--- src/rtl/regfile_sb_pkg.sv ---
// regfile_sb shared package
// Default widths, register-zero constant, address type.
package regfile_sb_pkg;

   localparam int DEF_DATA_WIDTH = 32;
   localparam int DEF_ADDR_WIDTH = 5;
   localparam int REG_ZERO       = 0;

   typedef logic [DEF_ADDR_WIDTH-1:0] reg_addr_t;

endpackage

--- src/rtl/regfile_sb_if.sv ---
// regfile_sb bus interface
// Controller drives writes/reads/marks; the regfile answers.
interface regfile_sb_if
   import regfile_sb_pkg::*;
#(
   parameter int DATA_WIDTH = DEF_DATA_WIDTH,
   parameter int ADDR_WIDTH = DEF_ADDR_WIDTH,
   parameter int NUM_READ   = 2
);

   logic                           wen;
   logic [ADDR_WIDTH-1:0]          write_addr;
   logic [DATA_WIDTH-1:0]          write_data;
   logic [NUM_READ*ADDR_WIDTH-1:0] read_addr;
   logic [NUM_READ*DATA_WIDTH-1:0] read_data;
   logic [NUM_READ-1:0]            read_busy;
   logic                           mark;
   logic [ADDR_WIDTH-1:0]          mark_addr;
   logic                           busy_any;

   modport master (
      output wen, write_addr, write_data,
      output read_addr, mark, mark_addr,
      input  read_data, read_busy, busy_any
   );

   modport slave (
      input  wen, write_addr, write_data,
      input  read_addr, mark, mark_addr,
      output read_data, read_busy, busy_any
   );

endinterface

--- src/rtl/regfile_sb_scoreboard.sv ---
// regfile_sb pending-write scoreboard
// One busy bit per register; mark sets, write clears, mark wins.
module regfile_scoreboard
   import regfile_sb_pkg::*;
#(
   parameter int ADDR_WIDTH = DEF_ADDR_WIDTH
) (
   input  logic                     clk,
   input  logic                     reset,
   input  logic                     wen_i,
   input  logic [ADDR_WIDTH-1:0]    write_addr_i,
   input  logic                     mark_i,
   input  logic [ADDR_WIDTH-1:0]    mark_addr_i,
   output logic [2**ADDR_WIDTH-1:0] busy_o,
   output logic                     busy_any_o
);

   localparam logic [ADDR_WIDTH-1:0] ZERO = ADDR_WIDTH'(REG_ZERO);

   logic [2**ADDR_WIDTH-1:0] busy_q;
   logic [2**ADDR_WIDTH-1:0] busy_d;

   // Next busy vector: clear on write, then set on mark.
   always_comb begin
      busy_d = busy_q;
      if (wen_i && write_addr_i != ZERO)
         busy_d[write_addr_i] = 1'b0;
      if (mark_i && mark_addr_i != ZERO)
         busy_d[mark_addr_i] = 1'b1;
      busy_d[0] = 1'b0;
   end

   // Busy register, cleared by reset.
   always_ff @(posedge clk) begin
      if (!reset)
         busy_q <= '0;
      else
         busy_q <= busy_d;
   end

   assign busy_o     = busy_q;
   assign busy_any_o = |busy_q;

endmodule

--- src/rtl/regfile_sb.sv ---
// regfile_sb top
// Register array, read muxes with optional bypass, scoreboard.
module regfile_sb
   import regfile_sb_pkg::*;
#(
   parameter int DATA_WIDTH = DEF_DATA_WIDTH,
   parameter int ADDR_WIDTH = DEF_ADDR_WIDTH,
   parameter int NUM_READ   = 2,
   parameter bit BYPASS     = 1'b1
) (
   input logic         clk,
   input logic         reset,
   regfile_sb_if.slave bus
);

   localparam int NREG = 2**ADDR_WIDTH;
   localparam logic [ADDR_WIDTH-1:0] ZERO = ADDR_WIDTH'(REG_ZERO);

   logic [DATA_WIDTH-1:0] regs_q [NREG];
   logic [NREG-1:0]       busy;

   // Storage: reset clears all, register zero never written.
   always_ff @(posedge clk) begin
      if (!reset) begin
         for (int i = 0; i < NREG; i++)
            regs_q[i] <= '0;
      end else if (bus.wen && bus.write_addr != ZERO) begin
         regs_q[bus.write_addr] <= bus.write_data;
      end
   end

   regfile_scoreboard #(
      .ADDR_WIDTH (ADDR_WIDTH)
   ) u_sb (
      .clk          (clk),
      .reset        (reset),
      .wen_i        (bus.wen),
      .write_addr_i (bus.write_addr),
      .mark_i       (bus.mark),
      .mark_addr_i  (bus.mark_addr),
      .busy_o       (busy),
      .busy_any_o   (bus.busy_any)
   );

   for (genvar k = 0; k < NUM_READ; k++) begin : g_rd
      logic [ADDR_WIDTH-1:0] ra;
      logic [DATA_WIDTH-1:0] rd;

      assign ra = bus.read_addr[k*ADDR_WIDTH +: ADDR_WIDTH];

      // Read lane: zero register, then bypass, else stored value.
      always_comb begin
         rd = regs_q[ra];
         if (ra == ZERO)
            rd = '0;
         else if (BYPASS && bus.wen && bus.write_addr == ra)
            rd = bus.write_data;
      end

      assign bus.read_data[k*DATA_WIDTH +: DATA_WIDTH] = rd;
      assign bus.read_busy[k] = busy[ra];
   end

endmodule

--- src/flat_wrapper.sv ---
// flat-port wrapper written by rule: the top's interface ports become plain ports
module regfile_sb_flat import regfile_sb_pkg::*;
#(
   parameter int DATA_WIDTH = DEF_DATA_WIDTH,
   parameter int ADDR_WIDTH = DEF_ADDR_WIDTH,
   parameter int NUM_READ   = 2,
   parameter bit BYPASS     = 1'b1
)
  (clk, reset, bus_wen, bus_write_addr, bus_write_data, bus_read_addr, bus_mark, bus_mark_addr, bus_read_data, bus_read_busy, bus_busy_any);
  regfile_sb_if #(.DATA_WIDTH(DATA_WIDTH), .ADDR_WIDTH(ADDR_WIDTH), .NUM_READ(NUM_READ)) bus_i ();
  input logic clk;
  input logic reset;
  input wire logic [$bits(bus_i.wen)-1:0] bus_wen;
  input wire logic [$bits(bus_i.write_addr)-1:0] bus_write_addr;
  input wire logic [$bits(bus_i.write_data)-1:0] bus_write_data;
  input wire logic [$bits(bus_i.read_addr)-1:0] bus_read_addr;
  input wire logic [$bits(bus_i.mark)-1:0] bus_mark;
  input wire logic [$bits(bus_i.mark_addr)-1:0] bus_mark_addr;
  output wire logic [$bits(bus_i.read_data)-1:0] bus_read_data;
  output wire logic [$bits(bus_i.read_busy)-1:0] bus_read_busy;
  output wire logic [$bits(bus_i.busy_any)-1:0] bus_busy_any;
  assign bus_i.wen = bus_wen;
  assign bus_i.write_addr = bus_write_addr;
  assign bus_i.write_data = bus_write_data;
  assign bus_i.read_addr = bus_read_addr;
  assign bus_i.mark = bus_mark;
  assign bus_i.mark_addr = bus_mark_addr;
  assign bus_read_data = bus_i.read_data;
  assign bus_read_busy = bus_i.read_busy;
  assign bus_busy_any = bus_i.busy_any;
  regfile_sb #(.DATA_WIDTH(DATA_WIDTH), .ADDR_WIDTH(ADDR_WIDTH), .NUM_READ(NUM_READ), .BYPASS(BYPASS)) u_core (.clk(clk), .reset(reset), .bus(bus_i));
endmodule
--- config.mk ---
export PLATFORM = sky130hd
export DESIGN_NAME = regfile_sb_flat
export DESIGN_NICKNAME = d
export VERILOG_FILES = /design/src/rtl/regfile_sb_pkg.sv /design/src/rtl/regfile_sb_if.sv /design/src/rtl/regfile_sb_scoreboard.sv /design/src/rtl/regfile_sb.sv /design/src/flat_wrapper.sv
export SDC_FILE = /design/constraint.sdc
export NUM_CORES = 2
export LEC_CHECK = 0
export BUFFER_PORTS_ARGS = -buffer_cell sky130_fd_sc_hd__buf_2
export CAP_MARGIN = 30
export CORE_ASPECT_RATIO = 0.75
export CORE_MARGIN = 5
export CORE_UTILIZATION = 55
export DETAILED_ROUTE_END_ITERATION = 12
export PLACE_DENSITY = 0.71
export SLEW_MARGIN = 0
export SYNTH_ARGS = -nofsm -noshare
export SYNTH_HDL_FRONTEND = slang
export SYNTH_HIERARCHICAL = 1
export SYNTH_SLANG_ARGS = --single-unit
--- constraint.sdc ---
create_clock -name clk -period 5.1 [get_ports clk]
set_input_delay 0.255 -clock clk [delete_from_list [all_inputs] [get_ports clk]]
set_output_delay 0.255 -clock clk [all_outputs]
set_load 0.01 [all_outputs]
==> out/metrics.yaml <==
status: "complete, no violations"
synth_top_family_by_area: "multiplexers"
clockRootBuffer: "clkbuf_16"
rows: 102
start_util_pct: 55.2
cp-end-kind: "output pin"
grt_pass1_wl_um: 284000
die_w_um: 381
timing.hold.ws_ns: 0.0843
postRouteAntennaNets: 0
cp-startpoint: "bus_read_addr[7]"
io_buffers: 122
design_area_um2: 63600
overflow: 0
cts_max_path_buffers: 3
yosysSeqAreaShare_pct: 55.1
syn-mean-instance-area_um2: 14.3
hp-class: "in -> reg"
syn_to_final_growth_pct: 11.8
grt_pass1_vias: 37800
num_vias: 39600
clk_latency_ns: 0.72
synth-edff-count: 1024
synth_async_sr_flop_share_pct: 0
fin_cells: 5437
relSlewSlack_pct: 24.2
io-pin-count: 123
synth-xor-area-share_pct: 0.154
worstPathArrival_ns: 3.51
wl_per_cell_um: 37.1
worstHoldStart: "reset"
drc: 0
dr.pass1.iters: 6
core_um2: 103000
grt_max_degree: 73
rsz0062_at_grt: "no"
synthAdderAreaFrac_pct: 0
grt_antenna_before_repair: 18
pwr_density_cell_nw_per_um2: 332
cts_sinks: 1055
cp_data_required_time_ns: 4.85
ir_drop_mv: 0.274
cts_tree: "yes"
vias_per_cell: 7.29
start_kind: "input pin"
leakagePower_nw: 22.2
synth_top_cell_by_area: "edfxtp_1"
slew_viol_final: 0
synth_common_cells: "edfxtp_1, and2_1, mux4_2"
synth.most_common_cell: "edfxtp_1"
fin_util_pct: 61.8
yosysTopAreaCellShare_pct: 54.0
synth-seq-cells: 1055
fillers: 7601
place_congestion: 0.913
ys.flop_type: "edfxtp_1"
ctsResizeCount: 0
cts_buffers: 104
nNetsFinal: 4030
fmax_mhz: 265
r2r-start: "u_core/u_sb/busy_o[28]"
min_period_over_period_pct: 73.9
setup_violations: 0
path_class: "in -> out"
finalPower_mw: 21.1
synthSimpleGateAreaFrac_pct: 13.5
crit_fanout: 38
synth_compound_area_share_pct: 6.43
dpl.hpwl_um: 125000
placement.cell_area_um2: 59700
ys_types: 63
die_h_um: 289
synth_area_um2: 56900
maxCapViolCount: 0
drt_iter0_markers: 7217
drt_wl_total_um: 202000
hold_viol: 0
clkTransAtPathRegs_ns: 0.06
setup_ws_ns: 1.33
fin_setup_tns_ns: 0
yosysWarnings: 6
die-area_um2: 110000
htreeDepth: 3
dp.cells: 5201
synth_mux_area_share_pct: 21.3
min_period_ns: 3.77
skew_ns: 0
drive_gt1_share_pct: 23.6
synthCells: 3972
netlist_top_cells_area: "edfxtp_1, mux4_2, and2_1, mux2i_1, clkbuf_1"
worstMarginPinSlew_ns: 1.13
dp_slack_ns: 1.38
grt.total_usage_pct: 36.3
==> critical path: stages <==
cell and delay [ns]:
buf_4 0.52, buf_4 0.66, mux4_2 0.42, a22o_1 0.29, a2111oi_0 0.83, a21oi_1 0.10
a22o_1 0.27, buf_2 0.15
==> state kept, by name, summed over array words and instances, names as in the netlist <==
signal and cells:
u_core/u_sb/busy_o 31, u_core/regs_q 1024
==> layer usage <==
| metal | wire length [µm] | part of all wire (%) | GRT usage, % |
|---|---|---|---|
| met5 | 0 | 0 | 0 |
| met1 | 73600 | 37 | 52.0 |
| met4 | 9540 | 4.7 | 14.6 |
| met2 | 83100 | 41 | 50.2 |
| met3 | 35300 | 18 | 14.2 |
==> cells in the final DEF (no fill, tap or decap), types with 12 or more instances in the layout <==
cell / Yosys / routed
a211oi_1: 34 / 34
a21oi_1: 71 / 71
a221oi_1: 22 / 22
a22oi_1: 117 / 117
a32o_1: 46 / 46
and2_1: 995 / 994
buf_12: 4 / 38
buf_2: 67 / 114
buf_4: 15 / 106
bufinv_16: 0 / 14
clkbuf_1: 303 / 19
clkbuf_16: 0 / 109
clkinv_1: 0 / 17
clkinv_2: 0 / 22
conb_1: 2 / 33
dfxtp_1: 31 / 31
diode_2: 0 / 23
dlygate4sd3_1: 0 / 12
edfxtp_1: 1024 / 1024
mux2i_1: 257 / 257
mux4_2: 418 / 418
nand2_1: 117 / 117
nand3_1: 17 / 16
nand3b_1: 13 / 13
nor2_1: 57 / 24
nor2_4: 0 / 33
nor3_1: 13 / 12
o211ai_1: 24 / 24
o21ai_0: 66 / 35
o21ai_4: 0 / 31
o221ai_1: 34 / 34
o22ai_1: 43 / 43
==> cell families after synthesis <==
kind of cell | Yosys count
flops | 1055
simple gates | 1285
compound gates | 510
mux | 685
other cells | 2
xor+xnor | 10
buf+inv | 425
==> final timing paths <==
| check | to | slack [ns] | cells past startpoint |
|---|---|---|---|
| worst max-delay path | bus_read_data[61] | 1.33 | 8 |
| worst min-delay path | u_core/u_sb/busy_o[29] | 0.08 | 3 |
| worst max register to register | u_core/u_sb/busy_o[28] | 3.89 | 3 |
| worst min register to register | u_core/u_sb/busy_o[18] | 0.57 | 1 |
==> cell type report <==
cell class	count	area (µm²)	area share (%)
Clock buffer	133	2870	4.51
Multi-Input combinational cell	2523	24300	38.2
Timing Repair Buffer	288	2640	4.15
Clock inverter	61	664	1.04
Inverter	2	7.51	0.0118
Sequential cell	1055	31400	49.3
Antenna cell	23	57.6	0.0905
Tap cell	1352	1690	2.66
==> timing repair <==
| item | 4_1_cts | 5_1_grt |
|---|---|---|
| hold buffers | 12 | 0 |
| buffers inserted | 0 | 0 |
| endpoints found under the setup margin | 0 | 0 |
| hold endpoints to repair | 22 | 0 |
==> report_power, final <==
group / leakage, nW / internal (mW) / switching [mW]
sequential: 10.0 / 9.97 / 0.252
combinational: 10.5 / 1.06 / 1.70
clock: 1.72 / 4.67 / 3.46
(Power assumes the default switching activity.)
